===== src/rtl/jal_word_encoder.sv =====
// Encodes a signed byte offset plus rd into a RISC-V JAL word. Unencodable offsets become a NOP with
// out_err set. The result sits in a main/skid buffer pair so in_ready is a flop and throughput stays at one word per cycle.
module jal_word_encoder #(
  parameter int CNT_W = 16,
  parameter int ERR_W = 8
) (
  input  logic             clk,
  input  logic             rst_n,
  input  logic             in_valid,
  output logic             in_ready,
  input  logic [31:0]      in_offset,
  input  logic [4:0]       in_rd,
  output logic             out_valid,
  input  logic             out_ready,
  output logic [31:0]      out_word,
  output logic             out_err,
  output logic [CNT_W-1:0] enc_count,
  output logic [ERR_W-1:0] err_count
);

  // Handshake: a side transfers on a rising clk edge where its valid and ready are both high.
  // Once out_valid rises it stays high, and out_word/out_err stay unchanged, until the consumer takes the word.

  logic [20:0] imm;
  logic        offset_ok;
  logic [31:0] enc_word;

  always_comb begin
    imm       = in_offset[20:0];
    // The offset must fit a 21-bit signed field and be halfword aligned.
    offset_ok = (in_offset[31:20] == {12{in_offset[20]}}) && !in_offset[0];
    enc_word  = offset_ok ? {imm[20], imm[10:1], imm[11], imm[19:12], in_rd, 7'b1101111}
                          : 32'h0000_0013;
  end

  logic        main_valid, skid_valid, ready_q;
  logic [31:0] main_word, skid_word;
  logic        main_err, skid_err;
  logic        main_valid_d, skid_valid_d;
  logic [31:0] main_word_d, skid_word_d;
  logic        main_err_d, skid_err_d;
  logic        in_fire, out_fire;

  assign in_fire  = in_valid && ready_q;
  assign out_fire = main_valid && out_ready;

  always_comb begin
    main_valid_d = main_valid;
    main_word_d  = main_word;
    main_err_d   = main_err;
    skid_valid_d = skid_valid;
    skid_word_d  = skid_word;
    skid_err_d   = skid_err;
    if (out_fire || !main_valid) begin
      // Main is free this cycle; the skid word is older than any new input, so it goes first.
      if (skid_valid) begin
        main_valid_d = 1'b1;
        main_word_d  = skid_word;
        main_err_d   = skid_err;
        skid_valid_d = 1'b0;
      end else if (in_fire) begin
        main_valid_d = 1'b1;
        main_word_d  = enc_word;
        main_err_d   = !offset_ok;
      end else begin
        main_valid_d = 1'b0;
      end
    end else if (in_fire) begin
      skid_valid_d = 1'b1;
      skid_word_d  = enc_word;
      skid_err_d   = !offset_ok;
    end
  end

  always_ff @(posedge clk) begin
    if (!rst_n) begin
      main_valid <= 1'b0;
      main_word  <= 32'h0;
      main_err   <= 1'b0;
      skid_valid <= 1'b0;
      skid_word  <= 32'h0;
      skid_err   <= 1'b0;
      ready_q    <= 1'b1;
      enc_count  <= '0;
      err_count  <= '0;
    end else begin
      main_valid <= main_valid_d;
      main_word  <= main_word_d;
      main_err   <= main_err_d;
      skid_valid <= skid_valid_d;
      skid_word  <= skid_word_d;
      skid_err   <= skid_err_d;
      ready_q    <= !skid_valid_d;
      if (in_fire) begin
        enc_count <= enc_count + CNT_W'(1);
        if (!offset_ok && (err_count != {ERR_W{1'b1}}))
          err_count <= err_count + ERR_W'(1);
      end
    end
  end

  assign in_ready  = ready_q;
  assign out_valid = main_valid;
  assign out_word  = main_word;
  assign out_err   = main_err;

endmodule


===== config.mk =====
export PLATFORM = sky130hd
export DESIGN_NAME = jal_word_encoder
export DESIGN_NICKNAME = d
export VERILOG_FILES = /design/src/rtl/jal_word_encoder.sv
export SDC_FILE = /design/constraint.sdc
export NUM_CORES = 1
export LEC_CHECK = 0
export BUFFER_PORTS_ARGS = -buffer_cell sky130_fd_sc_hd__buf_2
export CORE_MARGIN = 5
export CORE_UTILIZATION = 52
export CTS_CLUSTER_SIZE = 20
export DETAILED_ROUTE_END_ITERATION = 6
export HOLD_SLACK_MARGIN = 0.12
export PLACE_DENSITY = 0.8
export SLEW_MARGIN = 20
export SYNTH_ARGS = -nofsm -noshare
export SYNTH_HDL_FRONTEND = slang
export SYNTH_SLANG_ARGS = --single-unit
export TNS_END_PERCENT = 5

===== constraint.sdc =====
create_clock -name clk -period 2.1 [get_ports clk]
set_input_delay 0 -clock clk [delete_from_list [all_inputs] [get_ports clk]]
set_output_delay 0 -clock clk [all_outputs]
set_load 0.1 [all_outputs]

==> insert_results.sql, run 1 <==
INSERT INTO impl_metrics (metric_group, metric, value, unit) VALUES
('outcome', 'run_status', 'finished clean', ''),
('cells_and_area', 'insertedDiodeCount', '0', ''),
('detailed_routing', 'totalWireLength', '9.16', 'mm'),
('synthesis', 'synth_top_area_share', '0.463', ''),
('cells_and_area', 'finish.utilization', '0.663', ''),
('place', 'port_buffers', '99', ''),
('detailed_routing', 'drt-vias-per-instance', '5.63', ''),
('worst_hold_path', 'hold_end', 'out_word[4]$_SDFFE_PN0P_', ''),
('detailed_routing', 'route.detailed.drc', '0', ''),
('cells_and_area', 'layout-area-overhead-vs-synth', '24.6', '%'),
('synthesis', 'synth.most_common_cell', 'a21oi_1', ''),
('cells_and_area', 'postLayoutCellArea', '0.00448', 'mm^2'),
('worst_hold_path', 'hold_path_startpoint', 'rst_n', ''),
('timing', 'layout_worst_path_cycle_share', '0.864', ''),
('power_and_ir_drop', 'leakage', '0.00178', 'uW'),
('flow_run', 'max_cap_viol_count', '0', ''),
('synthesis', 'post_synth_inst_count', '432', ''),
('detailed_routing', 'via_count', '3521', ''),
('die', 'dieArea', '0.00867', 'mm^2'),
('global_route', 'antenna_found_initial', '0', ''),
('timing', 'maxClockFrequency', '551', 'MHz'),
('place', 'dp_hpwl', '5.81', 'mm'),
('place', 'placed_cell_area', '0.00403', 'mm^2'),
('global_route', 'largest_net_degree_at_the_start_of_global_routing', '57', ''),
('detailed_routing', 'drt_iter0_markers', '212', ''),
('clocking', 'cts.root.buffer_cell', 'clkbuf_8', ''),
('worst_hold_path', 'hold_path_class', 'in -> reg', ''),
('setup_path', 'worstPathMaxFanout', '13', ''),
('synthesis', 'yosys-top-cells-area', 'dfxtp_1 (46%), a21oi_1 (12%), nand3b_1 (5.0%)', ''),
('global_route', 'total_routing_usage_gr', '0.211', ''),
('clocking', 'clock_insertion_delay_worst_skew', '0.35', 'ns'),
('clocking', 'cts_buffers', '9', ''),
('setup_path', 'worst_r2r_endpoint', 'err_count[7]$_SDFFE_PN0P_', ''),
('global_route', 'grt_overflow', '0', ''),
('setup_path', 'reg2reg_slack', '0.29', 'ns'),
('timing', 'setup-tns-final', '0', 'ns'),
('synthesis', 'ys_top_cells_by_count', 'a21oi_1 (88), dfxtp_1 (83), nand2_1 (42)', ''),
('setup_path', 'arrival', '2.09', 'ns'),
('synthesis', 'synth_fp_nets', '475', ''),
('global_route', 'grt_first_pass_wirelength', '15.0', 'mm'),
('die', 'die_y', '93.1', 'um'),
('timing', 'minimum_period_implied_by_the_final_worst_setup_slack', '1.81', 'ns'),
('power_and_ir_drop', 'switchingPower', '1180', 'uW'),
('cells_and_area', 'final_layout_size_suffix_gt1_frac', '0.250', ''),
('synthesis', 'synthesis.area_per_instance', '8.32', 'um^2'),
('power_and_ir_drop', 'peakVddDrop', '388', 'uV'),
('timing', 'timing_max_transition_violations_final', '0', ''),
('global_route', 'grt_pass1_vias', '3328', ''),
('cells_and_area', 'finish.net_count', '583', ''),
('setup_path', 'worstSetupPathType', 'reg -> reg', ''),
('detailed_routing', 'antenna_violating_nets_post_route', '0', ''),
('place', 'preCtsSetupSlack', '0.301', 'ns'),
('power_and_ir_drop', 'total_power_of_the_final_layout', '3420', 'uW'),
('timing', 'finalHoldViolations', '0', ''),
('power_and_ir_drop', 'sequential_power_share', '0.484', ''),
('die', 'floorplan.core_area', '0.00676', 'mm^2'),
('die', 'fp.dieW', '93.1', 'um'),
('timing', 'slew_headroom', '0.462', ''),
('detailed_routing', 'drt_pre_antenna_iters', '4', ''),
('die', 'floorplan.initialDensity', '0.532', ''),
('synthesis', 'synth-main-ff-cell', 'dfxtp_1', ''),
('power_and_ir_drop', 'power_switching_share', '0.344', ''),
('power_and_ir_drop', 'comb_power_share', '0.206', ''),
('power_and_ir_drop', 'cell_internal_pwr', '2250', 'uW'),
('setup_path', 'worst_setup_path_start_kind', 'flop', ''),
('setup_path', 'cp-end-kind', 'flop', ''),
('timing', 'worstMarginPinSlew', '0.804', 'ns'),
('timing', 'finClkSkew', '0.0115', 'ns'),
('clocking', 'cts_htree_levels', '3', ''),
('clocking', 'numClockSinks', '83', ''),
('setup_path', 'worst_ep_required_time', '2.38', 'ns');
-- cells in the final DEF, fill, tap and decap left out, drive strengths merged, types with 2 or more instances in the layout --
cell | Yosys | final
buf | 16 | 107
a21oi | 88 | 88
dfxtp | 83 | 83
nand2 | 43 | 43
o21ai | 37 | 37
nand3 | 33 | 33
dlygate4sd3 | 0 | 26
nor2 | 26 | 26
nand3b | 24 | 24
or3 | 10 | 10
clkbuf | 20 | 10
inv | 8 | 10
xnor2 | 8 | 8
nor3 | 6 | 6
nand4 | 5 | 5
xor2 | 5 | 5
nor4 | 3 | 3
or4 | 2 | 2
and3 | 2 | 2
o211a | 2 | 2
ha | 2 | 2
clkinvlp | 0 | 2
clkinv | 0 | 2
-- routing by layer --
metal | share of wire | track usage | vias up
met5 | 0 | 0 | -
met4 | 0.017 | 0.0916 | 0
met3 | 0.063 | 0.0314 | 13
met2 | 0.49 | 0.359 | 132
met1 | 0.43 | 0.266 | 1653
li1 | - | - | 1723
-- power groups by stage --
stage	clock network (uW)	registers, uW	logic (uW)
CTS	1080	1660	704
detailed placement	0	1690	664
floorplan	0	2030	181
global route	1170	1660	742
global placement	0	1690	657
finish	1060	1660	704
-- cells by family (layout without fill, tap and decap cells) --
group | Yosys count | after routing | synth area share
simple gates | 160 | 160 | 0.237
compound gates | 130 | 130 | 0.189
flops | 83 | 83 | 0.463
buf+inv | 44 | 157 | 0.0724
xor+xnor | 13 | 13 | 0.0317
fa+ha+maj | 2 | 2 | 0.00697
-- worst max-delay path by stage --
stage / from / to / slack, ns / cells past startpoint
floorplan: err_count[2]$_SDFFE_PN0P_ / err_count[7]$_SDFFE_PN0P_ / -0.10 / 4
detailed placement: err_count[0]$_SDFFE_PN0P_ / err_count[7]$_SDFFE_PN0P_ / 0.30 / 5
global placement: err_count[0]$_SDFFE_PN0P_ / err_count[7]$_SDFFE_PN0P_ / 0.36 / 5
CTS: in_valid / out_word[4]$_SDFFE_PN0P_ / 0.28 / 7
global route: err_count[0]$_SDFFE_PN0P_ / err_count[7]$_SDFFE_PN0P_ / 0.15 / 5
finish: err_count[0]$_SDFFE_PN0P_ / err_count[7]$_SDFFE_PN0P_ / 0.29 / 5
-- state kept, by name (all words and copies together) (netlist names) --
signal      cells
out_word       28
skid_word      28
enc_count      16
err_count       8
in_ready        1
out_valid       1
skid_valid      1
-- final cells by class --
| type | count | area, um^2 |
|---|---|---|
| clock buffer | 10 | 138 |
| clock inverter | 6 | 46.3 |
| fill | 587 | 2280 |
| inverter | 8 | 30.0 |
| multi-input combinational | 305 | 1680 |
| sequential | 83 | 1670 |
| tap | 80 | 100 |
| timing repair buffer | 133 | 816 |
-- stage by stage --
stage	hold slack, ns	cells
6_report	0.158	625
5_1_grt	0.176	625
4_1_cts	0.146	625
3_5_place_dp	0.279	583
3_3_place_gp	0.274	583
2_1_floorplan	0.152	432
-- worst max-delay path, stage by stage (launching register included) --
cell and delay (ns):
dfxtp_1 0.36, ha_1 0.26, a41oi_2 0.22, nand3_2 0.23
or4_1 0.52, a21oi_1 0.14
-- timing repair --
action	in CTS	in global routing
hold buffers	26	0
setup buffers	0	0
hold endpoints to repair	51	0
gates resized for setup	0	0
No activity file was read; power rests on OpenSTA's default activity.
==> run 2: changes to the inputs <==
- CORE_UTILIZATION: 52 -> 50
- PLACE_DENSITY: 0.8 -> 0.77
==> insert_results.sql, run 2 (same netlist as run 1, synthesis figures left out) <==
INSERT INTO impl_metrics (metric_group, metric, value, unit) VALUES
('timing', 'minimum_period_implied_by_the_final_worst_setup_slack', '1.84', 'ns'),
('die', 'site_rows', '31', ''),
('global_route', 'total_routing_usage_gr', '0.198', ''),
('power_and_ir_drop', 'power_frac_clock', '0.327', ''),
('setup_path', 'worst_setup_path_start_kind', 'flop', ''),
('setup_path', 'worstPathMaxFanout', '13', ''),
('die', 'floorplan.core_area', '0.00714', 'mm^2'),
('timing', 'setup-violations-final', '0', ''),
('place', 'dp_hpwl', '6.03', 'mm'),
('detailed_routing', 'totalWireLength', '8.90', 'mm'),
('place', 'placed_cell_area', '0.00407', 'mm^2'),
('power_and_ir_drop', 'peakVddDrop', '473', 'uV'),
('timing', 'worstMarginPinSlew', '0.673', 'ns'),
('die', 'die_y', '94.8', 'um'),
('clocking', 'tritoncts', 'built', ''),
('setup_path', 'worst_ep_required_time', '2.37', 'ns'),
('timing', 'slew_headroom', '0.550', ''),
('detailed_routing', 'avgRoutedWirePerCell', '13.8', 'um'),
('cells_and_area', 'layout_common_cells', 'buf_2 (99), a21oi_1 (88), dfxtp_1 (79), nand2_1 (42), o21ai_0 (33)', ''),
('power_and_ir_drop', 'comb_power_share', '0.201', ''),
('cells_and_area', 'finish.net_count', '586', ''),
('detailed_routing', 'drt_pre_antenna_iters', '5', ''),
('clocking', 'clk_pin_slew', '0.08', 'ns'),
('clocking', 'postCtsResizedCells', '0', ''),
('cells_and_area', 'layout-area-overhead-vs-synth', '26.1', '%'),
('timing', 'maxClockFrequency', '545', 'MHz'),
('global_route', 'antenna_found_initial', '0', ''),
('timing', 'timing_max_transition_violations_final', '0', ''),
('place', 'dp.cells', '605', ''),
('power_and_ir_drop', 'sequential_power_share', '0.472', ''),
('cells_and_area', 'layout_commonest_cell', 'buf_2', ''),
('setup_path', 'cp-end-kind', 'flop', ''),
('die', 'fp.dieW', '94.8', 'um'),
('detailed_routing', 'drt_iter0_markers', '184', ''),
('place', 'port_buffers', '99', ''),
('setup_path', 'worstRegToRegCells', '5', ''),
('detailed_routing', 'drt-vias-per-instance', '5.36', ''),
('worst_hold_path', 'hold_path_class', 'in -> reg', ''),
('setup_path', 'max_stage_delay', '0.53', 'ns'),
('setup_path', 'worstSetupPathType', 'reg -> reg', ''),
('power_and_ir_drop', 'leakage', '0.00180', 'uW'),
('timing', 'unrepaired_setup_endpoints_after_global_routing', 'false', ''),
('cells_and_area', 'multiInputGateArea', '0.00167', 'mm^2'),
('setup_path', 'slowest_stage', 'or4_1', ''),
('place', 'place.gp.congestion', '0.864', ''),
('clocking', 'numClockSinks', '83', ''),
('power_and_ir_drop', 'cell_internal_pwr', '2390', 'uW'),
('global_route', 'grt_pass1_vias', '3225', ''),
('cells_and_area', 'post_layout_nonfiller_instances', '646', ''),
('flow_run', 'max_cap_viol_count', '0', ''),
('timing', 'finClkSkew', '0.0112', 'ns'),
('timing', 'setup-tns-final', '0', 'ns'),
('cells_and_area', 'register_area', '0.00167', 'mm^2'),
('detailed_routing', 'route.detailed.drc', '0', ''),
('timing', 'layout_worst_path_cycle_share', '0.874', ''),
('worst_hold_path', 'worst_hold_path.num_cells', '3', ''),
('setup_path', 'critical_path_cell_sequence', 'ha_1 > a41oi_2 > nand3_2 > or4_1 > a21oi_1', ''),
('die', 'floorplan.initialDensity', '0.503', ''),
('cells_and_area', 'final_layout_size_suffix_gt1_frac', '0.250', ''),
('cells_and_area', 'n_fill_cell', '638', ''),
('power_and_ir_drop', 'p_per_area', '776', 'mW/mm^2'),
('clocking', 'clock_insertion_delay_worst_skew', '0.34', 'ns'),
('clocking', 'cts_htree_levels', '3', ''),
('die', 'ioPinCount', '100', ''),
('power_and_ir_drop', 'power_switching_share', '0.321', ''),
('timing', 'finalHoldViolations', '0', ''),
('outcome', 'run_status', 'finished clean', ''),
('power_and_ir_drop', 'switchingPower', '1130', 'uW'),
('setup_path', 'arrival', '2.11', 'ns'),
('detailed_routing', 'via_count', '3460', ''),
('clocking', 'cts_buffers', '9', ''),
('die', 'dieArea', '0.00898', 'mm^2'),
('cells_and_area', 'postLayoutCellArea', '0.00453', 'mm^2'),
('global_route', 'largest_net_degree_at_the_start_of_global_routing', '51', ''),
('detailed_routing', 'antenna_violating_nets_post_route', '0', ''),
('clocking', 'cts.root.buffer_cell', 'clkbuf_8', ''),
('global_route', 'grt_first_pass_wirelength', '14.5', 'mm'),
('global_route', 'grt_overflow', '0', ''),
('cells_and_area', 'insertedDiodeCount', '0', ''),
('clocking', 'clockBufferDepth', '2', '');
run 2: layout make-up:
| cell class | instances | area share |
|---|---|---|
| Multi-Input combinational cell | 305 | 0.369 |
| Clock inverter | 4 | 0.0110 |
| Clock buffer | 11 | 0.0334 |
| Timing Repair Buffer | 136 | 0.185 |
| Tap cell | 99 | 0.0273 |
| Sequential cell | 83 | 0.368 |
| Inverter | 8 | 0.00663 |
run 2: metrics by stage:
step / hold WS, ns / total power, uW / setup slack [ns] / utilization
after floorplan: 0.152 / 2210 / -0.103 / -
after global placement: 0.274 / 2350 / 0.350 / 0.570
after detailed placement: 0.275 / 2360 / 0.273 / 0.570
after CTS: 0.171 / 3540 / 0.270 / 0.635
after global routing: 0.191 / 3650 / 0.136 / 0.635
final: 0.185 / 3520 / 0.264 / 0.635
run 2: final timing paths:
check,startpoint,to,slack [ns]
worst max-delay path,err_count[0]$_SDFFE_PN0P_,err_count[7]$_SDFFE_PN0P_,0.26
worst min-delay path,rst_n,skid_word[6]$_SDFFE_PN0P_,0.18
worst min register to register,skid_word[28]$_SDFFE_PN0P_,skid_word[28]$_SDFFE_PN0P_,0.45
worst max register to register,err_count[0]$_SDFFE_PN0P_,err_count[7]$_SDFFE_PN0P_,0.26
run 2: timing repair:
action / in CTS / in global routing
hold endpoints to repair: 51 / 0
setup buffers: 0 / 0
hold buffers: 26 / 0
run 2: worst max-delay path: cells and delay by family (launching register included):
family / cells / cell delay [ns]
AND/OR/NAND/NOR: 2 / 0.77
AO/OA/AOI/OAI: 2 / 0.38
flip-flops: 1 / 0.36
adder cells (fa/ha/maj): 1 / 0.27
run 2: power groups by stage:
stage	registers, uW	clock network, uW	logic, uW
2_1_floorplan	2030	0	181
3_3_place_gp	1690	0	662
3_5_place_dp	1690	0	668
4_1_cts	1660	1180	707
5_1_grt	1660	1240	746
6_report	1660	1150	707
run 2: per-layer routing:
layer  global-route usage  up-vias  wire length [um]
li1                     -     1729                 -
met3               0.0295       16               546
met4               0.0865        0               165
met2                0.338      111              4260
met1                0.246     1604              3920
met5                    0        -                 0
